**config.mk**
```make
export PLATFORM = sky130hd
export DESIGN_NAME = mem_port_arbiter
export DESIGN_NICKNAME = d
export VERILOG_FILES = /design/src/rtl/mem_arb_pkg.sv /design/src/rtl/arb2_rr.sv /design/src/rtl/mem_port_arbiter.sv
export SDC_FILE = /design/constraint.sdc
export NUM_CORES = 1
export LEC_CHECK = 0
export ABC_AREA = 1
export BUFFER_PORTS_ARGS = -buffer_cell sky130_fd_sc_hd__buf_2
export CORE_AREA = 3 3 99 101
export CTS_CLUSTER_SIZE = 28
export DETAILED_ROUTE_END_ITERATION = 6
export DIE_AREA = 0 0 102 104
export PLACE_DENSITY = 0.58
export SYNTH_ARGS = -nofsm -noshare
export SYNTH_HDL_FRONTEND = slang
export SYNTH_SLANG_ARGS = --single-unit
```
**constraint.sdc**
```tcl
create_clock -name clk -period 1.86 [get_ports clk]
set_input_delay 0.372 -clock clk [delete_from_list [all_inputs] [get_ports clk]]
set_output_delay 0.372 -clock clk [all_outputs]
set_load 0.005 [all_outputs]
```
**src/rtl/mem_arb_pkg.sv**
```systemverilog
// Shared types and sizes for the two-requester memory port arbiter.
package mem_arb_pkg;

  typedef enum logic [1:0] {
    OWN_NONE,
    OWN_IF,
    OWN_D
  } owner_e;

  localparam int BE_W      = 4;
  localparam int DATA_W    = 32;
  localparam int MEM_BYTES = 16384;
  localparam int MEM_AW_DEF = $clog2(MEM_BYTES);

endpackage

```
**src/rtl/arb2_rr.sv**
```systemverilog
// Two-way arbiter, bit 1 = D, bit 0 = IF.
// With MEM_ARB_RR_EN it alternates on contention; otherwise D always wins.
module arb2_rr #(
  parameter bit RST_PRIO = 1'b1
) (
`ifdef MEM_ARB_RR_EN
  input  logic       clk,
  input  logic       rst_n,
`endif
  input  logic [1:0] i_req,
  output logic [1:0] o_gnt
);

`ifdef MEM_ARB_RR_EN
  // r_ptr = 1 favours D; it only moves when both sides contend
  logic r_ptr;

  always_ff @(posedge clk or negedge rst_n) begin
    if (!rst_n) begin
      r_ptr <= RST_PRIO;
    end else if (&i_req) begin
      r_ptr <= ~r_ptr;
    end
  end

  always_comb begin
    o_gnt = i_req;
    if (&i_req) begin
      o_gnt = r_ptr ? 2'b10 : 2'b01;
    end
  end
`else
  localparam bit unused_rst_prio = RST_PRIO;

  always_comb begin
    o_gnt = i_req;
    if (i_req[1]) begin
      o_gnt = 2'b10;
    end
  end
`endif

endmodule

```
**src/rtl/mem_port_arbiter.sv**
```systemverilog
// Shares one synchronous-read memory port between instruction fetch and load/store.
// Build option: define MEM_ARB_RR_EN for round-robin, otherwise D has fixed priority.
import mem_arb_pkg::*;

module mem_port_arbiter #(
  parameter int MEM_AW   = MEM_AW_DEF,
  parameter bit RST_PRIO = 1'b1
) (
  input  logic              clk,
  input  logic              rst_n,
  input  logic              if_req,
  input  logic [31:0]       if_addr,
  output logic              if_gnt,
  output logic              if_rvalid,
  output logic [DATA_W-1:0] if_rdata,
  input  logic              d_req,
  input  logic              d_we,
  input  logic [BE_W-1:0]   d_be,
  input  logic [31:0]       d_addr,
  input  logic [DATA_W-1:0] d_wdata,
  output logic              d_gnt,
  output logic              d_rvalid,
  output logic [DATA_W-1:0] d_rdata,
  output logic              d_err,
  output logic              mem_en,
  output logic              mem_we,
  output logic [BE_W-1:0]   mem_be,
  output logic [MEM_AW-1:0] mem_addr,
  output logic [DATA_W-1:0] mem_wdata,
  input  logic [DATA_W-1:0] mem_rdata
);

  logic [1:0] w_req;
  logic [1:0] w_gnt;
  logic       w_dErr;
  logic       w_unused;

  owner_e r_owner;
  logic   r_err;
  logic   r_wr;

  // Requests are masked during reset so no grant or memory strobe leaks out
  assign w_req    = {d_req, if_req} & {2{rst_n}};
  assign w_dErr   = (d_addr[1:0] != 2'b00) || (d_addr[31:MEM_AW] != '0);
  assign w_unused = ^{if_addr[31:MEM_AW], if_addr[1:0]};

  arb2_rr #(
    .RST_PRIO(RST_PRIO)
  ) u_arb (
`ifdef MEM_ARB_RR_EN
    .clk  (clk),
    .rst_n(rst_n),
`endif
    .i_req(w_req),
    .o_gnt(w_gnt)
  );

  assign if_gnt = w_gnt[0];
  assign d_gnt  = w_gnt[1];

  always_comb begin
    mem_en    = 1'b0;
    mem_we    = 1'b0;
    mem_be    = '0;
    mem_addr  = '0;
    mem_wdata = '0;
    if (d_gnt && !w_dErr) begin
      mem_en    = 1'b1;
      mem_we    = d_we;
      mem_be    = d_be;
      mem_addr  = {d_addr[MEM_AW-1:2], 2'b00};
      mem_wdata = d_wdata;
    end else if (if_gnt) begin
      mem_en   = 1'b1;
      mem_be   = '1;
      mem_addr = {if_addr[MEM_AW-1:2], 2'b00};
    end
  end

  // Remembers who owns the memory response arriving next cycle
  always_ff @(posedge clk or negedge rst_n) begin
    if (!rst_n) begin
      r_owner <= OWN_NONE;
      r_err   <= 1'b0;
      r_wr    <= 1'b0;
    end else if (d_gnt) begin
      r_owner <= OWN_D;
      r_err   <= w_dErr;
      r_wr    <= d_we;
    end else if (if_gnt) begin
      r_owner <= OWN_IF;
      r_err   <= 1'b0;
      r_wr    <= 1'b0;
    end else begin
      r_owner <= OWN_NONE;
      r_err   <= 1'b0;
      r_wr    <= 1'b0;
    end
  end

  assign if_rvalid = (r_owner == OWN_IF);
  assign if_rdata  = if_rvalid ? mem_rdata : '0;
  assign d_rvalid  = (r_owner == OWN_D);
  assign d_err     = d_rvalid && r_err;
  assign d_rdata   = (d_rvalid && !r_err && !r_wr) ? mem_rdata : '0;

endmodule
```
Word level (Yosys, flattened, before mapping):

Index checks and enable logic that the tools add are counted.

* bitwise logic cells: 1
* muxes and demuxes: 15
* eq/ne operators: 2
* reductions and logical operators: 10

Operator list (number)
* 2-to-1 mux 32 bit: 3
* 2-to-1 mux 14 bit: 2
* nonzero test 18 bit: 1
* 2-to-1 mux 4 bit: 2
* 2-to-1 mux 1 bit: 6
* logical AND 1 bit: 4
* 2-to-1 mux 2 bit: 2
* zero test 1 bit: 3
* AND 2 bit: 1
* equality test 2 x 1 -> 1 bit, second input constant: 1
* equality test 2 bit, second input constant: 1
* nonzero test 2 bit: 1
* logical OR 1 bit: 1

* register bits: 4
* bits of input ports: 137
* output and inout bits: 121
* word-level logic and storage cells: 31

Logic depth before layout (Yosys ltp):

* depth after elaboration: 5
* gate-level depth with buffers: 8
* mapped depth without buffers: 7

Cells and area by module:

From an unflattened synthesis, not the netlist that was laid out.

* cells, all modules: 293
* area, all modules: 1432.6 sq um

Modules (own cells, without submodules)
* mem_port_arbiter: cells each 290, area an instance 1415.1 sq um, times used 1
* arb2_rr: cells each 3, area an instance 17.5 sq um, times used 1

Worst setup path before layout:

No wires, ideal clock.

* kind: input to output
* start point: in d_addr[25]
* end point: out mem_wdata[22]
* buffers on the path: 1
* stages: 8
* required time: 1.488 ns
* slack: 0.280 ns
* arrival time: 1.208 ns
* cells stage by stage: nor2_1 > nand2_1 > nor2_2 > nand2_2 > nor2_8 > nand2_4 > buf_8 > nor2_4

* cells in the longest elaborated chain, start to end: 5

Ends and longest elaborated chain
* start, declared: RTL line mem_port_arbiter.sv:19 `input logic [31:0] d_addr,`
* nonzero test 18 bit: RTL line mem_port_arbiter.sv:44 `assign w_dErr = (d_addr[1:0] != 2'b00) || (d_addr[31:MEM_AW] != '0);`
* logical OR 1 bit: RTL line mem_port_arbiter.sv:44
* zero test 1 bit: RTL line mem_port_arbiter.sv:67 `if (d_gnt && !w_dErr) begin`
* logical AND 1 bit: RTL line mem_port_arbiter.sv:67
* 2-to-1 mux 32 bit: RTL line mem_port_arbiter.sv:67
* end, declared: RTL line mem_port_arbiter.sv:29 `output logic [DATA_W-1:0] mem_wdata,`

No other way between the ends.

Final worst setup path:

* start point: in d_addr[26]
* end point: out mem_wdata[8]

The elaborated chain is that of the path after synthesis.

==> metrics.txt <==
Fin. Hold Viols=0; total power=between 600 and 700 uW; Nets=between 600 and 700; gr usage total=0.0997; Ant. Diodes=0; I/O Buffers=about 240; Ys Warns=0; Starting Density=0.156; final antenna-violating net count=0; Cell Rows=35; multiplexer share of the synthesized area=0; CP Launch Type=input pin; Post-Route WL=6050 microns; initial antenna violation count=0; vias in the first global route=between 2,000 and 2,500; post-route minimum period=1850 ps; H-tree level count=1; final worst-path cycle share=0.996; DIE WIDTH=102 microns; hold_buf cts=0; WP data required=~1500 ps; max_cap viols=0; Post-Syn Instances=259; Die H=approximately 100 microns; fmax=about 540 MHz; routed vias=approximately 2,300; Final Util=0.336; synth-to-layout area growth=116%; crit end category=output pin; synthesized flop and latch total=4; Core Area=between 9000 and 10,000 sq um; Syn Std Cell Area=around 1400 sq um; Synth Area in XOR/XNOR=0; Avg Vias per Cell=3.78; clock buffer count from CTS=3; Hold WC Path Type=in2async; die area=approximately 11,000 sq um; dpl hpwl=a little over 5000 microns; RSZ-0062 raised after global routing=true; Fillers=~980; DR pass1 iterations=4; layout cell share with drive strength beyond 1=0.613; DRT iter0 DRCs=37; setup TNS=0 ps; CTS sink count=4; status=finished, final reports clean; max-slew violations=0; commonest non-fill, non-tap cell in the layout=buf_2; Adder-Cell Fraction of Synth Area=0; RD Place Congestion=roughly 0.75; wire length per cell=between 9 and 10 microns; Synth Area in Simple Gates=0.658; Mean Syn Cell Area=about 5.5 sq um; maximum vdd drop=roughly 0.11 mV; first-pass GRT wire length=around 9000 microns; CP arrival=between 1000 and 1500 ps; Clock Tree Buf Depth=2; post-route DRC violation count=0; largest family of logic cells by synthesized area=simple AND/OR/NAND/NOR gates; largest net degree at the start of global routing=34; CTS tree=done; Power per Cell Area=204 nW/um^2; most frequent cells in the layout=buf_2, inv_1, nor2_1; Clock Root Buffer=clkbuf_8; I/O pins=around 260; sequential-to-total area share from yosys stat=0.0705; grt total ovfl=0; Leak Pwr=between 2 and 2.5 nW; final setup fails=0; Synth Area in Compound Gates=0.00353; Clock transition at path regs=about 30 ps; count of cell types in the netlist=21; Setup CP Type=in2out; CP max FO=6
Yosys cell counts:
| master | count | area, sq um |
|---|---|---|
| and2_1 | 1 | 6.26 |
| buf_12 | 2 | 40.0 |
| buf_2 | 2 | 10.0 |
| buf_4 | 3 | 22.5 |
| buf_8 | 1 | 15.0 |
| clkbuf_1 | 6 | 22.5 |
| clkinv_1 | 1 | 3.75 |
| conb_1 | 1 | 3.75 |
| dfrtp_1 | 4 | 100 |
| inv_1 | 70 | 263 |
| nand2_1 | 34 | 128 |
| nand2_2 | 1 | 6.26 |
| nand2_4 | 1 | 11.3 |
| nand3_1 | 17 | 85.1 |
| nand4_4 | 1 | 21.3 |
| nor2_1 | 77 | 289 |
| nor2_2 | 4 | 25.0 |
| nor2_4 | 29 | 327 |
| nor2_8 | 1 | 20.0 |
| nor3b_1 | 2 | 15.0 |
| o21ai_0 | 1 | 5.00 |
routing by layer:
| metal | up-vias | GRT usage | share of wire |
|---|---|---|---|
| met3 | 2 | 0.0208 | 0.12 |
| li1 | 1196 | - | - |
| met1 | 971 | 0.0874 | 0.32 |
| met4 | 0 | 0.0253 | 0.0035 |
| met2 | 147 | 0.214 | 0.56 |
| met5 | - | 0 | 0 |
sequential cells by signal, indices dropped and copies added, names as in the netlist:
| register | cells |
|---|---|
| r_err | 1 |
| r_owner | 2 |
| r_wr | 1 |
report_power, final:
part | internal [mW] | switching, mW
Combinational | 0.174 | 0.179
Clock | 0.137 | 0.0391
Sequential | 0.0918 | 0.00172
critical path, cell delays in order:
cell	delay (ps)
buf_6	90
nor2_2	90
nand2_1	70
nor2_2	110
nand2_2	100
nor2_8	140
nand2_8	120
clkbuf_16	200
nor2_4	70
buf_2	110
final cells by class:
cell class / count / area [sq um] / share of cell area
Clock buffer: 3 / 41.3 / 0.0135
Multi-Input combinational cell: 171 / 1020 / 0.334
Inverter: 71 / 267 / 0.0871
Tap cell: 111 / 139 / 0.0454
Timing Repair Buffer: 252 / 1490 / 0.487
Sequential cell: 4 / 100 / 0.0327
logic make-up after synthesis:
kind of cell / count (synthesis)
AO/OA/AOI/OAI: 1
AND/OR/NAND/NOR: 168
other: 1
flip-flops: 4
buffers and inverters: 85
how the worst max path moves through the flow:
stage | from | slack, ps | to
final | d_addr[26] | 8 | mem_wdata[8]
after global routing | d_addr[26] | -100 | mem_be[2]
after CTS | d_addr[22] | -30 | mem_be[1]
after detailed placement | d_addr[25] | -30 | mem_wdata[31]
after global placement | d_addr[25] | -40 | mem_wdata[31]
after floorplan | d_addr[25] | 280 | mem_wdata[22]
timing repair:
action                                  CTS  global route
endpoints found under the hold margin     0             0
setup buffers                             3             1
cloned                                    1             3
endpoints found under the setup margin   33            49
pin swaps                                 7            10
gates resized for setup                  16            21
through the flow:
| step | setup slack [ps] | hold WS (ps) | cell area, sq um | std cells |
|---|---|---|---|---|
| 2_1_floorplan | 280 | 76.4 | 1420 | 260 |
| 3_3_place_gp | -43.7 | 277 | 2720 | 601 |
| 3_5_place_dp | -34.9 | 279 | 2720 | 601 |
| 4_1_cts | -31.8 | 54.4 | 2880 | 608 |
| 5_1_grt | -95.9 | 56.6 | 3060 | 612 |
| 6_report | 8.28 | 56.0 | 3060 | 612 |
Power figures use the tool's default switching activity.
